### src/rtl/clock_pkg.sv
// clock_pkg: shared 7-segment codes, time limits and digit index type for the clock display path.
package clock_pkg;
  typedef logic [1:0] digit_idx_t;
  localparam logic [5:0] HOUR_MAX   = 6'd23;
  localparam logic [5:0] MINUTE_MAX = 6'd59;
  localparam logic [6:0] SEG_0      = 7'b1000000;
  localparam logic [6:0] SEG_1      = 7'b1111001;
  localparam logic [6:0] SEG_2      = 7'b0100100;
  localparam logic [6:0] SEG_3      = 7'b0110000;
  localparam logic [6:0] SEG_4      = 7'b0011001;
  localparam logic [6:0] SEG_5      = 7'b0010010;
  localparam logic [6:0] SEG_6      = 7'b0000010;
  localparam logic [6:0] SEG_7      = 7'b1111000;
  localparam logic [6:0] SEG_8      = 7'b0000000;
  localparam logic [6:0] SEG_9      = 7'b0010000;
  localparam logic [6:0] SEG_DASH   = 7'b0111111;
  localparam logic [6:0] SEG_BLANK  = 7'b1111111;
  function automatic logic [6:0] seg7(input logic [3:0] d);
    return d == 4'd0 ? SEG_0 : d == 4'd1 ? SEG_1 : d == 4'd2 ? SEG_2 :
           d == 4'd3 ? SEG_3 : d == 4'd4 ? SEG_4 : d == 4'd5 ? SEG_5 :
           d == 4'd6 ? SEG_6 : d == 4'd7 ? SEG_7 : d == 4'd8 ? SEG_8 :
           d == 4'd9 ? SEG_9 : SEG_BLANK;
  endfunction
endpackage

### src/rtl/display_scan_bin2bcd_6.sv
// bin2bcd_6: combinational 6-bit binary to two BCD digits using a compare chain instead of a divider.
module bin2bcd_6 (
  input  logic [5:0] bin_i,
  output logic [3:0] tens_o,
  output logic [3:0] ones_o
);
  always_comb begin
    tens_o = bin_i >= 6'd50 ? 4'd5 : bin_i >= 6'd40 ? 4'd4 : bin_i >= 6'd30 ? 4'd3 :
             bin_i >= 6'd20 ? 4'd2 : bin_i >= 6'd10 ? 4'd1 : 4'd0;
    ones_o = 4'(bin_i - 6'(tens_o) * 6'd10);
  end
endmodule

### src/rtl/display_scan.sv
// display_scan: multiplexes HH:MM onto four common-anode 7-segment digits from a per-frame input snapshot.
// Optional colon blinking on the decimal point of digit 2 is built when BLINK_COLON_EN is defined.
module display_scan
  import clock_pkg::*;
#(
  parameter int SCAN_DIV  = 50000,
  parameter int BLINK_DIV = 25000000
) (
  input  logic       clock,
  input  logic       reset_display,
  input  logic       enable_display,
  input  logic [5:0] count_hour,
  input  logic [5:0] count_minute,
  output logic [6:0] seg,
  output logic [3:0] an,
  output logic       dp
);
  localparam int DW = $clog2(SCAN_DIV);
  if (SCAN_DIV < 2 || BLINK_DIV < 2) begin : g_bad_param
    $error("display_scan: SCAN_DIV and BLINK_DIV must be >= 2");
  end
  logic [DW-1:0] div_q, div_d;
  digit_idx_t idx_q, idx_d;
  logic [5:0] hour_q, hour_d, min_q, min_d;
  logic [3:0] an_q, an_d, h_t, h_o, m_t, m_o, digit;
  logic [6:0] seg_q, seg_d;
  logic tick, bad;
  bin2bcd_6 u_hour (.bin_i(hour_d), .tens_o(h_t), .ones_o(h_o));
  bin2bcd_6 u_min  (.bin_i(min_d),  .tens_o(m_t), .ones_o(m_o));
  // outputs are computed from next-state so the anode moves on the same edge as digit_idx
  always_comb begin
    tick   = div_q == DW'(SCAN_DIV - 1);
    div_d  = tick ? '0 : div_q + 1'b1;
    idx_d  = tick ? idx_q + 1'b1 : idx_q;
    hour_d = tick && idx_q == 2'd3 ? count_hour : hour_q;
    min_d  = tick && idx_q == 2'd3 ? count_minute : min_q;
    digit  = idx_d == 2'd0 ? m_o : idx_d == 2'd1 ? m_t : idx_d == 2'd2 ? h_o : h_t;
    bad    = idx_d[1] ? hour_d > HOUR_MAX : min_d > MINUTE_MAX;
    seg_d  = bad ? SEG_DASH : seg7(digit);
    an_d   = enable_display ? ~(4'b0001 << idx_d) : 4'b1111;
  end
  always_ff @(posedge clock) begin
    if (reset_display) begin
      div_q  <= '0;
      idx_q  <= '0;
      hour_q <= '0;
      min_q  <= '0;
      an_q   <= 4'b1111;
      seg_q  <= SEG_BLANK;
    end else begin
      div_q  <= div_d;
      idx_q  <= idx_d;
      hour_q <= hour_d;
      min_q  <= min_d;
      an_q   <= an_d;
      seg_q  <= seg_d;
    end
  end
  assign an  = an_q;
  assign seg = seg_q;
`ifdef BLINK_COLON_EN
  localparam int BW = $clog2(BLINK_DIV);
  logic [BW-1:0] blink_q, blink_d;
  logic colon_q, colon_d, dp_q, dp_d;
  always_comb begin
    blink_d = blink_q == BW'(BLINK_DIV - 1) ? '0 : blink_q + 1'b1;
    colon_d = blink_q == BW'(BLINK_DIV - 1) ? ~colon_q : colon_q;
    dp_d    = ~(enable_display && idx_d == 2'd2 && colon_d);
  end
  always_ff @(posedge clock) begin
    if (reset_display) begin
      blink_q <= '0;
      colon_q <= 1'b0;
      dp_q    <= 1'b1;
    end else begin
      blink_q <= blink_d;
      colon_q <= colon_d;
      dp_q    <= dp_d;
    end
  end
  assign dp = dp_q;
`else
  assign dp = 1'b1;
`endif
endmodule

### config.mk
export PLATFORM = sky130hd
export DESIGN_NAME = display_scan
export DESIGN_NICKNAME = d
export VERILOG_FILES = /design/src/rtl/clock_pkg.sv /design/src/rtl/display_scan_bin2bcd_6.sv /design/src/rtl/display_scan.sv
export SDC_FILE = /design/constraint.sdc
export NUM_CORES = 1
export LEC_CHECK = 0
export CELL_PAD_IN_SITES_DETAIL_PLACEMENT = 0
export CELL_PAD_IN_SITES_GLOBAL_PLACEMENT = 1
export CORE_MARGIN = 5
export CORE_UTILIZATION = 44
export CTS_BUF_LIST = sky130_fd_sc_hd__clkbuf_8 sky130_fd_sc_hd__clkbuf_16
export DETAILED_ROUTE_END_ITERATION = 8
export PLACE_DENSITY = 0.82
export SYNTH_ARGS = -nofsm -noshare
export SYNTH_HDL_FRONTEND = slang
export SYNTH_SLANG_ARGS = --single-unit
export TNS_END_PERCENT = 30
### constraint.sdc
create_clock -name clock -period 3.9 [get_ports clock]
set_input_delay 0.39 -clock clock [delete_from_list [all_inputs] [get_ports clock]]
set_output_delay 0.39 -clock clock [all_outputs]
set_load 0.01 [all_outputs]
==> flow_results.org, run 1 <==
** Worst setup path
- Kind of launch point of the worst setup path :: flip-flop
- For the worst setup path, the data arrival time is 3.69 ns.
- Setup slack on the worst reg-to-reg path comes out at 0.37 ns.
- The critical path is of the reg2reg type.
- Capture instance of the worst register-to-register path :: seg[3]
- Max Fanout on Critical Path :: 12
- The worst setup path is captured at a flip-flop.
- Worst reg2reg path depth :: 10
- The startpoint identified for the worst register-to-register timing path is idx_q[1].
- Endpoint required time on the critical path :: about 4.1 ns

** Power
- Worst vdd ir :: 0.177 mV
- Cell leakage power :: 1.17 nW
- Dividing total power by cell area gives a power density of 246 nW/um^2.
- Summing internal, switching and leakage power gives 0.759 mW.

** Layout
- Relative to the synthesized area, the layout overhead comes to 10.6%.
- 0 antenna diodes ended up in the layout.
- Non-filler cells in the finished layout :: 419
- Cells fill 49.3% of the core in the end.
- Post-route cell area :: 3080 um^2
- Post-layout nets :: 363
- Share of layout cells above drive strength 1 :: between 10% and 20%

** Run
- Count of maximum capacitance violations :: 0

** GRT
- The number of antenna violations at the first check in global routing is 0.
- Total global routing track utilization :: 15.3%
- Vias in the first global route :: 2,148
- Global route total overflow :: 0
- Largest net degree at the start of global routing :: 20
- Global-route wire length before repair :: 9780 um

** STA
- After routing, the total negative slack on setup checks comes to 0 ns.
- RSZ-0062 raised after global routing :: no
- Slew margin rel. :: about half
- Post-route clock period utilization :: 90.5%
- Post-route setup slack :: 0.369 ns
- Worst hold-check slack :: about 0.45 ns
- Worst-Margin Slew :: around 0.76 ns
- On the final layout, the worst clock skew is 0.00381 ns.
- Static timing analysis puts the maximum clock frequency at 283 MHz.
- Setup violations remaining at the end of the flow were counted as 0.
- The number of hold violations in the final report was 0.
- Min Tclk post-route :: about 3.5 ns
- Slew Viols, Final :: 0

** Detailed routing
- Final WL :: between 5000 and 6000 um
- Final routed DRC violation total :: 0
- Via count of the routed design :: 2,238
- Count of TritonRoute iterations in the first routing pass :: 4
- In the final routed layout, each cell accounts on average for 13.6 um.
- Drt first-iter violations :: 148
- Post-route ant nets :: 0
- After detailed routing, the number of vias per cell comes to 5.34.

** Yosys
- Synthesis handed over a netlist of between 300 and 400 instances.
- Counting flops and latches in the post-synthesis netlist gives 41.
- Compound-gate portion of the synthesized area :: roughly 15%
- Number of distinct standard cells referenced by the synthesized netlist :: 71
- Post-synthesis instance area :: approximately 2800 um^2
- Synth Area in Simple Gates :: approximately 28%
- Among all flip-flop cells after synthesis, the most frequent one is dfxtp_1.
- Summing the sequential cell areas from Yosys gives 29.5% of the chip area.
- Summing the areas of all xor and xnor instances in the mapped netlist gives approximately 6% of the synthesized area.
- Syn Nets :: between 300 and 400
- After synthesis, the share of cell area in mux cells is 11.1%.
- Largest family of logic cells by synthesized area :: simple AND/OR/NAND/NOR gates
- Total number of yosys warnings :: 0
- The synthesized design contains 0 enable-type register cells.
- Mean post-synth cell area :: 8.57 um^2
- Fraction of the mapped netlist area in adder cells :: 3.24%
- Of all flip-flops after synthesis, the portion carrying an async set or reset was 0%.

** Floorplan
- For this configuration, the core starts out at a cell density of 44.6%.
- Measured along the y axis, the die boundary spans 89.5 um.
- Width of the chip :: between 80 and 90 um
- Ports :: 27
- Std-Cell Core Area :: 6240 um^2
- Number of cell rows :: 29
- DIE AREA :: 8020 um^2

** Placement
- OpenSTA, run right after detailed placement, puts the worst setup slack at 0.288 ns.
- Placement-stage cell area :: approximately 3000 um^2
- RD Place Congestion :: 0.888
- Input and output buffers added on the ports amount to 25.
- Once placement completed, the tool counted placed cells totaling 412.
- Detailed placer's ending HPWL :: 4300 um

** Hold path
- Counting instances, the worst hold path has a depth of 1.
- In this run the worst hold path is classified as reg2reg.
- The worst hold path begins at div_q[0].
- Worst Hold Path EP :: div_q[0]

** Clocking
- TritonCTS clock tree :: built
- The tree is rooted in a clkbuf_8.
- Post-CTS Repair Setup Buffers :: 0
- The clock passes through at most 2 buffers.
- Sink count of the clock tree :: 41
- TritonCTS buffer count :: 5
- After clock tree synthesis, the clock-pin slew on the worst setup and hold paths is around 0.08 ns.
- In this run the number of H-tree levels came out at 2.
- For the worst-skew pair, the clock arrives at the later sink with an insertion delay of 0.28 ns.
- The number of hold buffers added after CTS was 0.
- Post-CTS resize count :: 0

** Outcome
- The flow ran to the end, and the final reports show no timing, DRC or antenna violations.
[cells by family (layout without fill, tap and decap cells)]
kind of cell / Yosys count / in the layout
AO/OA/AOI/OAI: 61 / 61
XOR/XNOR: 18 / 18
adder cells (fa/ha/maj): 6 / 6
buffers and inverters: 32 / 49
flip-flops: 41 / 41
multiplexers: 22 / 22
other: 1 / 1
AND/OR/NAND/NOR: 144 / 144
[critical path, cell delays in order, from the launching register on]
cell and delay, ns:
dfxtp_1 0.43, ha_1 0.25, and4_2 0.26, nand4_2 0.34, buf_4 0.31, mux2i_1 0.17
fa_1 0.45, xor2_1 0.19, a211oi_2 0.68, o211a_1 0.25, o211ai_1 0.07
[flip-flops by register name, indices dropped and copies added (netlist names)]
name	count
idx_q	2
an	4
div_q	16
seg	7
hour_q	6
min_q	6
[where the power goes]
part | internal (mW) | switching, mW | total [mW]
combinational | 0.0334 | 0.0336 | 0.0670
sequential | 0.425 | 0.00273 | 0.427
clock | 0.121 | 0.143 | 0.264
total | 0.580 | 0.179 | 0.759
[final cells by class]
type | instances | area, um^2
Tap cell | 77 | 96.3
Clock buffer | 5 | 68.8
Sequential cell | 41 | 821
Inverter | 14 | 52.6
Multi-Input combinational cell | 252 | 1760
Fill cell | 607 | 3160
Timing Repair Buffer | 28 | 273
Clock inverter | 2 | 12.5
[synth_stat cells, drive strengths merged, types with 3 or more instances]
master,count,area [um^2]
o21ai,19,98.9
inv,14,52.6
ha,4,50.1
a21oi,16,80.1
nor2,41,164
mux2i,13,143
xor2,7,61.3
o21a,3,23.8
nand2b,6,37.5
or2,4,25.0
o21bai,4,30.0
xnor2,11,104
nand4,3,40.0
buf,7,65.1
mux2,4,48.8
nor4b,3,41.3
clkbuf,10,57.6
nor2b,7,43.8
and2,6,37.5
or3,3,20.0
mux4,5,116
nor3b,5,37.5
o211ai,7,52.6
nand2,41,154
dfxtp,41,821
nand3,13,65.1
and3,4,26.3
[worst max-delay path by stage]
stage / to / from / slack, ns / cells past startpoint
final: seg[3] / idx_q[1] / 0.37 / 10
after global routing: seg[3] / idx_q[1] / 0.05 / 12
after CTS: seg[3] / idx_q[1] / 0.33 / 12
after detailed placement: seg[6] / count_minute[2] / 0.29 / 12
after global placement: seg[6] / count_minute[2] / 0.33 / 12
after floorplan: seg[6] / div_q[0] / 0.67 / 12
[cells in the final DEF (no fill, tap or decap), types with 2 or more instances in the layout]
cell type,synthesis,layout
nand2_1,41,41
dfxtp_1,41,41
nor2_1,39,39
clkdlybuf4s50_1,0,25
a21oi_1,16,16
inv_1,13,14
o21ai_0,14,14
nand3_1,13,13
mux2i_1,12,12
xnor2_1,10,10
nor2b_1,7,7
o211ai_1,7,7
xor2_1,7,7
and2_1,6,6
nand2b_1,6,6
nor3b_1,5,5
clkbuf_8,2,5
mux4_2,4,4
o21bai_1,4,4
o21ai_1,4,4
ha_1,4,4
and3_1,3,3
buf_4,2,3
mux2_1,2,2
a2bb2oi_1,2,2
nor4b_1,2,2
o21a_1,2,2
or2_0,2,2
or3_1,2,2
fa_1,2,2
[routing by layer]
metal | wire length [um] | vias up | part of all wire (%) | GRT usage, %
met5 | 0 | - | 0 | 0
li1 | - | 1163 | - | -
met2 | 2850 | 25 | 50 | 26.4
met3 | 167 | 4 | 2.9 | 2.95
met4 | 24 | 0 | 0.42 | 3.25
met1 | 2660 | 1046 | 47 | 19.8
Power figures use the tool's default switching activity.
==> run 2, diff against run 1 <==
SKIP_CTS_REPAIR_TIMING = 1   (was unset)
==> results of run 2 <==
Same layout as run 1: the final DEF is identical, and so are final timing and power.
==> run 3, diff against run 2 <==
TNS_END_PERCENT = unset   (was 30)
==> results of run 3 <==
Same layout as run 1: the final DEF is identical, and so are final timing and power.
